$ cat config.mk
export PLATFORM = sky130hd
export DESIGN_NAME = serial_subtractor
export DESIGN_NICKNAME = d
export VERILOG_FILES = /design/src/rtl/serial_arith_pkg.sv /design/src/rtl/full_sub.sv /design/src/rtl/serial_subtractor.sv
export SDC_FILE = /design/constraint.sdc
export NUM_CORES = 1
export LEC_CHECK = 0
export BUFFER_PORTS_ARGS = -buffer_cell sky130_fd_sc_hd__buf_2
export CAP_MARGIN = 15
export CORE_MARGIN = 2
export CORE_UTILIZATION = 58
export CTS_CLUSTER_DIAMETER = 200
export DETAILED_ROUTE_END_ITERATION = 6
export MAX_ROUTING_LAYER = met4
export PLACE_DENSITY = 0.84
export SYNTH_ARGS = -nofsm -noshare
export SYNTH_HDL_FRONTEND = slang
export SYNTH_SLANG_ARGS = --single-unit
$ cat constraint.sdc
create_clock -name clk -period 2.95 [get_ports clk]
set_input_delay 0.1475 -clock clk [delete_from_list [all_inputs] [get_ports clk]]
set_output_delay 0.1475 -clock clk [all_outputs]
set_load 0.1 [all_outputs]
$ cat src/rtl/serial_arith_pkg.sv
// Shared definitions for the bit-serial arithmetic blocks: FSM encoding and
// default operand width.
package serial_arith_pkg;

    // Sequencer states of a bit-serial operation.
    typedef enum logic [1:0] {
        IDLE = 2'd0,
        RUN  = 2'd1,
        DONE = 2'd2
    } sub_state_t;

    // Operand/result width used when the instantiating code does not override it.
    localparam int DEFAULT_WIDTH = 8;

endpackage

$ cat src/rtl/full_sub.sv
// One-bit full subtractor: x - y - bin, producing difference bit and borrow.
module full_sub (
    input  logic x,
    input  logic y,
    input  logic bin,
    output logic d,
    output logic bout
);

    // Difference is the three-way parity; a borrow is needed when y exceeds x,
    // or when they are equal and a borrow is already pending.
    assign d    = x ^ y ^ bin;
    assign bout = (~x & y) | (~(x ^ y) & bin);

endmodule

$ cat src/rtl/serial_subtractor.sv
// Bit-serial unsigned subtractor: one bit pair per clock, LSB first.
// A start in IDLE captures a and b; WIDTH clocks later done pulses for one
// cycle with diff = (a - b) mod 2^WIDTH and borrow_out = (a < b).
module serial_subtractor
    import serial_arith_pkg::*;
#(
    parameter int WIDTH = DEFAULT_WIDTH
) (
    input  logic             clk,
    input  logic             rst_n,
    input  logic             start,
    input  logic [WIDTH-1:0] a,
    input  logic [WIDTH-1:0] b,
    output logic             busy,
    output logic             done,
    output logic [WIDTH-1:0] diff,
    output logic             borrow_out
);

    localparam int CW = $clog2(WIDTH + 1);
    // The result register only needs the first WIDTH-1 bits; the final bit
    // comes straight from the subtractor stage on the completing edge.
    localparam int RW = WIDTH - 1;
    localparam logic [CW-1:0] LAST_BIT = CW'(WIDTH - 1);

    sub_state_t       state_reg;
    logic [WIDTH-1:0] a_sr_reg;
    logic [WIDTH-1:0] b_sr_reg;
    logic [RW-1:0]    res_reg;
    logic             br_reg;
    logic [CW-1:0]    cnt_reg;

    logic             d_bit;
    logic             bout_bit;

    // The single combinational bit stage, fed by the operand LSBs and the
    // running borrow.
    full_sub u_full_sub (
        .x    (a_sr_reg[0]),
        .y    (b_sr_reg[0]),
        .bin  (br_reg),
        .d    (d_bit),
        .bout (bout_bit)
    );

    // Sequencer, datapath shift registers and registered outputs.
    always_ff @(posedge clk) begin
        if (!rst_n) begin
            state_reg  <= IDLE;
            a_sr_reg   <= '0;
            b_sr_reg   <= '0;
            res_reg    <= '0;
            br_reg     <= 1'b0;
            cnt_reg    <= '0;
            busy       <= 1'b0;
            done       <= 1'b0;
            diff       <= '0;
            borrow_out <= 1'b0;
        end else begin
            case (state_reg)
                IDLE: begin
                    done <= 1'b0;
                    if (start) begin
                        a_sr_reg  <= a;
                        b_sr_reg  <= b;
                        res_reg   <= '0;
                        br_reg    <= 1'b0;
                        cnt_reg   <= '0;
                        busy      <= 1'b1;
                        state_reg <= RUN;
                    end
                end
                RUN: begin
                    a_sr_reg <= a_sr_reg >> 1;
                    b_sr_reg <= b_sr_reg >> 1;
                    br_reg   <= bout_bit;
                    cnt_reg  <= cnt_reg + CW'(1);
                    // New bit enters at the top; the bottom bit falls off.
                    res_reg  <= RW'({d_bit, res_reg} >> 1);
                    if (cnt_reg == LAST_BIT) begin
                        diff       <= {d_bit, res_reg};
                        borrow_out <= bout_bit;
                        done       <= 1'b1;
                        state_reg  <= DONE;
                    end
                end
                DONE: begin
                    done      <= 1'b0;
                    busy      <= 1'b0;
                    state_reg <= IDLE;
                end
                default: begin
                    done      <= 1'b0;
                    busy      <= 1'b0;
                    state_reg <= IDLE;
                end
            endcase
        end
    end

endmodule

Word-level counts from Yosys, hierarchy flattened

Cells that the tools add are included.

Equality and inequality tests: 4
Add/subtract/negate cells: 1
Muxes and demuxes: 15
Reduce and logical (&&, ||, !) cells: 7
Bitwise gates (word level): 8

Operator list:

| cell                                          | count |
|---|---|
| case mux 8 bit (2 select lines)               | 2 |
| 2-to-1 mux 8 bit                              | 2 |
| case mux 7 bit (2 select lines)               | 1 |
| AND reduction 2 bit                           | 5 |
| case mux 4 bit (2 select lines)               | 1 |
| 2-to-1 mux 7 bit                              | 1 |
| adder 4 x 1 -> 4 bit, second input constant   | 1 |
| == test 4 x 3 -> 1 bit, second input constant | 1 |
| 2-to-1 mux 2 bit                              | 2 |
| 2-to-1 mux 4 bit                              | 1 |
| != test 2 bit, second input constant          | 2 |
| case mux 1 bit (2 select lines)               | 2 |
| case mux 2 bit (2 select lines)               | 1 |
| NOT 1 bit                                     | 3 |
| AND 1 bit                                     | 2 |
| == test 2 x 1 -> 1 bit, second input constant | 1 |
| zero test 2 bit                               | 1 |
| 2-to-1 mux 1 bit                              | 2 |
| nonzero test 2 bit                            | 1 |
| bitwise XOR 1 bit                             | 2 |
| bitwise OR 1 bit                              | 1 |

Output and inout bits: 11
Word-level logic and storage cells: 45
Register bits after elaboration: 41
Input port bits: 19

Depth between registers and ports, before layout

Gate-level depths: netlist (run 1).

Depth after elaboration: 5
Gate-level depth with buffers: 6
Gate-level depth less buffers: 4

Hierarchy

A second synthesis (run 1) with hierarchy kept.

Cells, all modules: 184
Area total of the unflattened synthesis: 1804.2 sq um

By module, submodules not included:

| module            | sequential area each (sq um) | area each (sq um) | cells each | times used |
|---|---|---|---|---|
| serial_subtractor | 820.8                        | 1773.0            | 180        | 1 |
| full_sub          | 0.0                          | 31.3              | 4          | 1 |

Worst setup path after synthesis (run 1)

Ideal clock, no wire load.

Path type: reg-to-reg
Start point: register borrow_out (netlist name)
End point: register borrow_out
Buffers on the path: 0
Setup slack: 1634 ps
Cell stages (with the launch flop): 3
Data required time: 2870 ps
Library setup time: 80 ps
Period minus slack after synthesis: 1316 ps
Arrival time: 1236 ps
Cell sequence: dfxtp_1 a21oi_1 a211oi_2

RTL lines:

| element              | line                    | text |
|---|---|---|
| end signal, assigned | serial_subtractor.sv:82 | `borrow_out <= bout_bit;` |
| end, declared        | serial_subtractor.sv:17 | `output logic borrow_out` |

Worst setup path after layout (run 1)

Start point: register state_reg[0]
End point: register diff[7]

Longest elaborated chain between the ends: 2

RTL lines:

| element                              | line                    | text |
|---|---|---|
| start, declared                      | serial_subtractor.sv:26 | `sub_state_t state_reg;` |
| start signal, assigned               | serial_subtractor.sv:49 | `state_reg <= IDLE;` |
| start signal, assigned               | serial_subtractor.sv:70 | `state_reg <= RUN;` |
| start signal, assigned               | serial_subtractor.sv:84 | `state_reg <= DONE;` |
| == test 2 x 1 -> 1 bit               | serial_subtractor.sv:60 | `case (state_reg)` |
| AND reduction 2 bit (no source line) | n/a                     |  |
| end signal, assigned                 | serial_subtractor.sv:81 | `diff <= {d_bit, res_reg};` |
| end, declared                        | serial_subtractor.sv:16 | `output logic [WIDTH-1:0] diff,` |

Every way passes these cells.
A chain may end at the register's enable or synchronous reset.

==> flow_metrics.py, run 1 <==
metrics = {
    "sta": {
        "fin_skew_ns": 0.00833,
        "max_freq_mhz": 546,
        "fin_tns_setup_ns": 0,
        "maxSlewHeadroom_pct": 58.2,
        "post-route-period-util_pct": 62.1,
        "setup_viol": 0,
        "hold_viol_final": 0,
        "period_minus_slack_ns": 1.83,
        "worst_pin_slew_ns": 0.626,
        "rsz0062_at_grt": "false",
        "slew_violations": 0,
    },
    "floorplanning": {
        "start_util_pct": 61.0,
        "die_w_microns": 57.9,
        "coreArea_sq_mm": 0.00276,
        "die_area_sq_mm": 0.00335,
        "ios": 30,
        "rows": 19,
        "die_h_microns": 57.9,
    },
    "pwr": {
        "clkPwrFrac_pct": 27.7,
        "peakVddDrop_uv": 481,
        "p_sw_w": 0.000261,
        "powerDensity_mw_per_mm2": 530,
        "p_seq_share_pct": 61.2,
        "swShare_pct": 27.0,
        "intPower_w": 0.000706,
        "p_comb_share_pct": 11.0,
        "finalPower_w": 0.000967,
        "p_leak_nw": 0.735,
    },
    "yosys": {
        "yosys.area_share.simple_pct": 15.6,
        "synth_cells": 191,
        "synth_top_family_by_area": "compound AO/OA/AOI/OAI gates",
        "syn_area_sq_mm": 0.00168,
        "synth_compound_area_share_pct": 22.6,
        "avgSynthCellArea_sq_um": 8.81,
        "ys_seq_area_share_pct": 48.8,
        "ys.flop_type": "dfxtp_1",
        "synth_fa_ha_area_share_pct": 1.93,
        "synth_xor_area_share_pct": 0,
        "synth.distinct_cells": 32,
        "synth_nets": 212,
        "synth-edff-count": 0,
        "muxShareOfSynthArea_pct": 4.76,
        "ys_async_sr_fraction_pct": 0,
        "synth_seq_cells": 41,
        "synth.yosys.warnings": 0,
    },
    "global_routing": {
        "first_global_vias": 1370,
        "track_usage_pct": 23.6,
        "overflow": 0,
        "grt_max_degree": 33,
        "grt_pass1_wl_microns": 5800,
        "grt_antenna_before_repair": 0,
    },
    "clocking": {
        "post_cts_buffers": 0,
        "cts_hold_buf": 0,
        "numCtsBuffers": 5,
        "clock_sinks": 41,
        "cts_max_level": 2,
        "cts_resized": 0,
        "ctsLongestPathBuffers": 2,
        "clk_pin_slew_ns": 0.12,
        "cts_tree": "built",
        "clkLatencyLatePin_ns": 0.36,
        "root_buffer": "clkbuf_4",
    },
    "cells_and_area": {
        "layout_commonest_cell": "dfxtp_1",
        "areaGrowthSynthToFinish_pct": 8.55,
        "final_cells": 245,
        "fin_area_sq_mm": 0.00183,
        "antenna_cells": 0,
        "final_cell_mix": "dfxtp_1, nand2_1, a21oi_1",
        "drive_gt1_share_pct": 19.2,
        "final_net_count": 234,
    },
    "status": {
        "status": "finished, final reports clean",
    },
    "routing": {
        "routed_wl_microns": 3400,
        "wl_met2_microns": 1710,
        "routed.top_layer": "met4",
        "drtAntennaViolNets": 0,
        "routed_via_density": 5.73,
        "dr.pass1.iters": 5,
        "wl_met3_microns": 170,
        "drc_errors": 0,
        "drt_iter0_markers": 62,
        "drt-met1-wl_microns": 1460,
        "routedWlPerCell_microns": 13.9,
        "vias": 1403,
    },
    "setup_path": {
        "cp_max_fo": 26,
        "crit_path_end_kind": "flip-flop",
        "start_kind": "flip-flop",
        "required_ns": 3.23,
        "path_class": "flip-flop to flip-flop",
        "critPathArrivalTime_ns": 2.12,
    },
    "placed_design": {
        "placed_cells": 237,
        "place_congestion": 0.781,
        "dpl.hpwl_microns": 2310,
        "numPortBuffers": 29,
        "dpl_cell_area_sq_mm": 0.00178,
    },
    "min_path": {
        "hold_path_class": "primary input to flip-flop",
    },
    "flow_run": {
        "cap_violations": 0,
    },
}
-- cells by family (layout without fill, tap and decap cells) --
family | count (synthesis) | count (layout)
AO/OA/AOI/OAI | 62 | 62
AND/OR/NAND/NOR | 60 | 60
flip-flops | 41 | 41
buffers and inverters | 18 | 41
multiplexers | 8 | 8
adder cells (fa/ha/maj) | 2 | 2
-- critical path, cell delays in order (launching register included) --
cell	delay [ns]
dfxtp_1	0.59
nor2b_4	0.57
and2_4	0.36
mux2i_1	0.24
-- per-stage QoR --
| stage | worst slack [ns] | util (%) | hold WS, ns |
|---|---|---|---|
| floorplan | 1.63 | - | 0.282 |
| global placement | 1.29 | 64.4 | 0.389 |
| detailed placement | 1.16 | 64.4 | 0.394 |
| CTS | 1.13 | 66.2 | 0.0160 |
| global route | 1.00 | 66.2 | 0.0286 |
| finish | 1.12 | 66.2 | 0.0187 |
-- Yosys cell counts (all sizes together), types with 2 or more instances --
library cell	instances	area, sq um
a211oi	3	27.5
a21oi	30	150
a22oi	10	75.1
buf	9	72.6
clkbuf	5	18.8
dfxtp	41	821
inv	3	11.3
mux2i	8	80.1
nand2	34	128
nand2b	2	12.5
nand3	2	10.0
nor2	15	56.3
o21ai	13	65.1
-- power groups by stage --
stage,sequential (W),clock [W],combinational [W]
2_1_floorplan,0.000607,0,0.0000818
3_3_place_gp,0.000603,0,0.000103
3_5_place_dp,0.000605,0,0.000106
4_1_cts,0.000592,0.000274,0.000107
5_1_grt,0.000595,0.000285,0.000123
6_report,0.000592,0.000268,0.000107
-- metal layers --
layer / up-vias / track usage [%]
li1: 701 / -
met1: 650 / 26.6
met2: 46 / 39.8
met3: 6 / 4.91
met4: 0 / 11.3
met5: - / -
-- final timing paths --
check	start	end	slack [ns]	depth (start not counted)
worst max register to register	state_reg[0]	diff[7]	1.12	3
worst max-delay path	state_reg[0]	diff[7]	1.12	3
worst min-delay path	a[3]	a_sr_reg[3]	0.02	3
worst min register to register	diff[3]	diff[3]	0.47	2
-- final cells by class --
type | count | area (sq um)
clock inverter | 2 | 10.0
multi-input combinational | 132 | 756
clock buffer | 6 | 41.3
tap | 31 | 38.8
timing repair buffer | 29 | 145
sequential | 41 | 821
inverter | 4 | 15.0
fill | 230 | 931
(Power assumes the default switching activity.)
==> run 2, diff against run 1 <==
--- a/config.mk
+++ b/config.mk
@@ -8,11 +8,11 @@
 export BUFFER_PORTS_ARGS = -buffer_cell sky130_fd_sc_hd__buf_2
 export CAP_MARGIN = 15
 export CORE_MARGIN = 2
-export CORE_UTILIZATION = 58
+export CORE_UTILIZATION = 54
 export CTS_CLUSTER_DIAMETER = 200
 export DETAILED_ROUTE_END_ITERATION = 6
 export MAX_ROUTING_LAYER = met4
-export PLACE_DENSITY = 0.84
+export PLACE_DENSITY = 0.8
 export SYNTH_ARGS = -nofsm -noshare
 export SYNTH_HDL_FRONTEND = slang
 export SYNTH_SLANG_ARGS = --single-unit
==> constraint.sdc (replaced) <==
create_clock -name clk -period 1.9 [get_ports clk]
set_input_delay 0.095 -clock clk [delete_from_list [all_inputs] [get_ports clk]]
set_output_delay 0.095 -clock clk [all_outputs]
set_load 0.1 [all_outputs]
==> run 2 against run 1 <==
  * Hold slack better by 0.031 ns
  * Sequential share of layout area down 5.2 points
  * Count of clock-buffer cells in the layout up 1
  * First-iteration DRC count unchanged
  * Via count up 6.1%
  * Critical path type unchanged
  * Critical endpoint is now b_sr_reg[0]
==> flow_metrics.py, run 2 (synthesized netlist as in run 1, its figures left out) <==
metrics = {
    "status": {
        "status": "finished, final reports clean",
    },
    "clocking": {
        "root_buffer": "clkbuf_4",
        "cts_resized": 0,
        "cts_hold_buf": 16,
        "numCtsBuffers": 5,
        "ctsLongestPathBuffers": 2,
        "cts_max_level": 2,
        "clkLatencyLatePin_ns": 0.36,
        "post_cts_buffers": 0,
        "clk_pin_slew_ns": 0.12,
        "cts_tree": "built",
        "clock_sinks": 41,
    },
    "pwr": {
        "p_sw_w": 0.000421,
        "clkPwrFrac_pct": 30.4,
        "peakVddDrop_uv": 540,
        "intPower_w": 0.00121,
        "p_seq_share_pct": 56.3,
        "swShare_pct": 25.9,
        "powerDensity_mw_per_mm2": 788,
        "p_leak_nw": 0.844,
        "p_comb_share_pct": 13.3,
    },
    "sta": {
        "hold_viol_final": 0,
        "period_minus_slack_ns": 1.39,
        "slew_violations": 0,
        "fin_tns_setup_ns": 0,
        "post-route-period-util_pct": 73.3,
        "worst_pin_slew_ns": 0.482,
        "maxSlewHeadroom_pct": 67.7,
        "fin_skew_ns": 0.00896,
        "rsz0062_at_grt": "false",
        "setup_viol": 0,
        "max_freq_mhz": 718,
    },
    "cells_and_area": {
        "antenna_cells": 0,
        "final_net_count": 256,
        "finalCoreUtilization_pct": 68.8,
        "areaGrowthSynthToFinish_pct": 22.8,
        "drive_gt1_share_pct": 20.3,
        "final_cell_mix": "dfxtp_1, nand2_1, a21oi_1",
        "layout_commonest_cell": "dfxtp_1",
    },
    "floorplanning": {
        "die_area_sq_mm": 0.00358,
        "coreArea_sq_mm": 0.00300,
        "die_h_microns": 59.8,
        "ios": 30,
        "start_util_pct": 56.0,
        "rows": 20,
        "die_w_microns": 59.8,
    },
    "setup_path": {
        "start_kind": "flip-flop",
        "critPathArrivalTime_ns": 1.66,
        "crit_path_end_kind": "flip-flop",
        "required_ns": 2.17,
        "cp_max_fo": 10,
        "path_class": "flip-flop to flip-flop",
    },
    "global_routing": {
        "grt_pass1_wl_microns": 5890,
        "grt_antenna_before_repair": 0,
        "first_global_vias": 1372,
        "track_usage_pct": 23.0,
        "overflow": 0,
        "grt_max_degree": 32,
    },
    "placed_design": {
        "place_congestion": 0.810,
        "dpl.hpwl_microns": 2170,
        "numPortBuffers": 29,
    },
    "routing": {
        "dr.pass1.iters": 4,
        "routedWlPerCell_microns": 13.3,
        "drt_iter0_markers": 62,
        "drtAntennaViolNets": 0,
        "routed_via_density": 5.53,
        "vias": 1488,
        "drc_errors": 0,
        "routed_wl_microns": 3580,
    },
    "flow_run": {
        "cap_violations": 0,
    },
    "min_path": {
        "hold_path_class": "primary input to flip-flop",
    },
}
==> run 2: cell count changes in the layout (fill, tap and decap cells not counted), sizes merged <==
cell,delta
clkinv,-1
clkbuf,+1
buf,+6
dlygate4sd3,+16
==> run 2: worst max-delay path, stage by stage (launching register included) <==
cell and delay (ns):
dfxtp_1 0.48, nand2b_1 0.31, buf_4 0.23, nand2_1 0.06
a221oi_1 0.22
==> run 2: worst paths after layout <==
| check | endpoint | slack (ns) | depth (start not counted) | startpoint |
|---|---|---|---|---|
| worst max-delay path | b_sr_reg[0] | 0.51 | 4 | state_reg[1] |
| worst min-delay path | state_reg[0] | 0.05 | 3 | start |
| worst max register to register | b_sr_reg[0] | 0.51 | 4 | state_reg[1] |
| worst min register to register | diff[1] | 0.46 | 2 | diff[1] |
==> run 2: cell type report <==
class	instances	area (sq um)
Clock buffer	7	65.1
Clock inverter	1	5.00
Fill cell	247	937
Inverter	4	15.0
Multi-Input combinational cell	132	756
Sequential cell	41	821
Tap cell	33	41.3
Timing Repair Buffer	51	363
==> run 2: power groups by stage <==
stage	clock network [W]	registers, W	logic [W]
2_1_floorplan	0	0.000942	0.000127
3_5_place_dp	0	0.000936	0.000186
3_3_place_gp	0	0.000934	0.000185
5_1_grt	0.000534	0.000921	0.000241
4_1_cts	0.000503	0.000916	0.000212
6_report	0.000494	0.000916	0.000216
==> run 2: metal layers <==
| layer | wire length (microns) | global-route usage (%) | part of all wire (%) | vias up |
|---|---|---|---|---|
| met2 | 1660 | 34.9 | 46 | 44 |
| met3 | 202 | 7.36 | 5.6 | 15 |
| li1 | - | - | - | 746 |
| met1 | 1600 | 27.1 | 45 | 683 |
| met5 | 0 | - | 0 | - |
| met4 | 114 | 12.1 | 3.2 | 0 |
==> run 2: per-stage QoR <==
| stage | instances | area [sq um] | setup WS [ns] | total power [W] | hold WS [ns] |
|---|---|---|---|---|---|
| 6_report | 269 | 2070 | 0.507 | 0.00163 | 0.0493 |
| 5_1_grt | 269 | 2070 | 0.406 | 0.00170 | 0.0748 |
| 4_1_cts | 269 | 2070 | 0.510 | 0.00163 | 0.0436 |
| 3_5_place_dp | 245 | 1840 | 0.539 | 0.00112 | 0.340 |
| 3_3_place_gp | 245 | 1840 | 0.565 | 0.00112 | 0.338 |
| 2_1_floorplan | 191 | 1680 | 0.584 | 0.00107 | 0.229 |
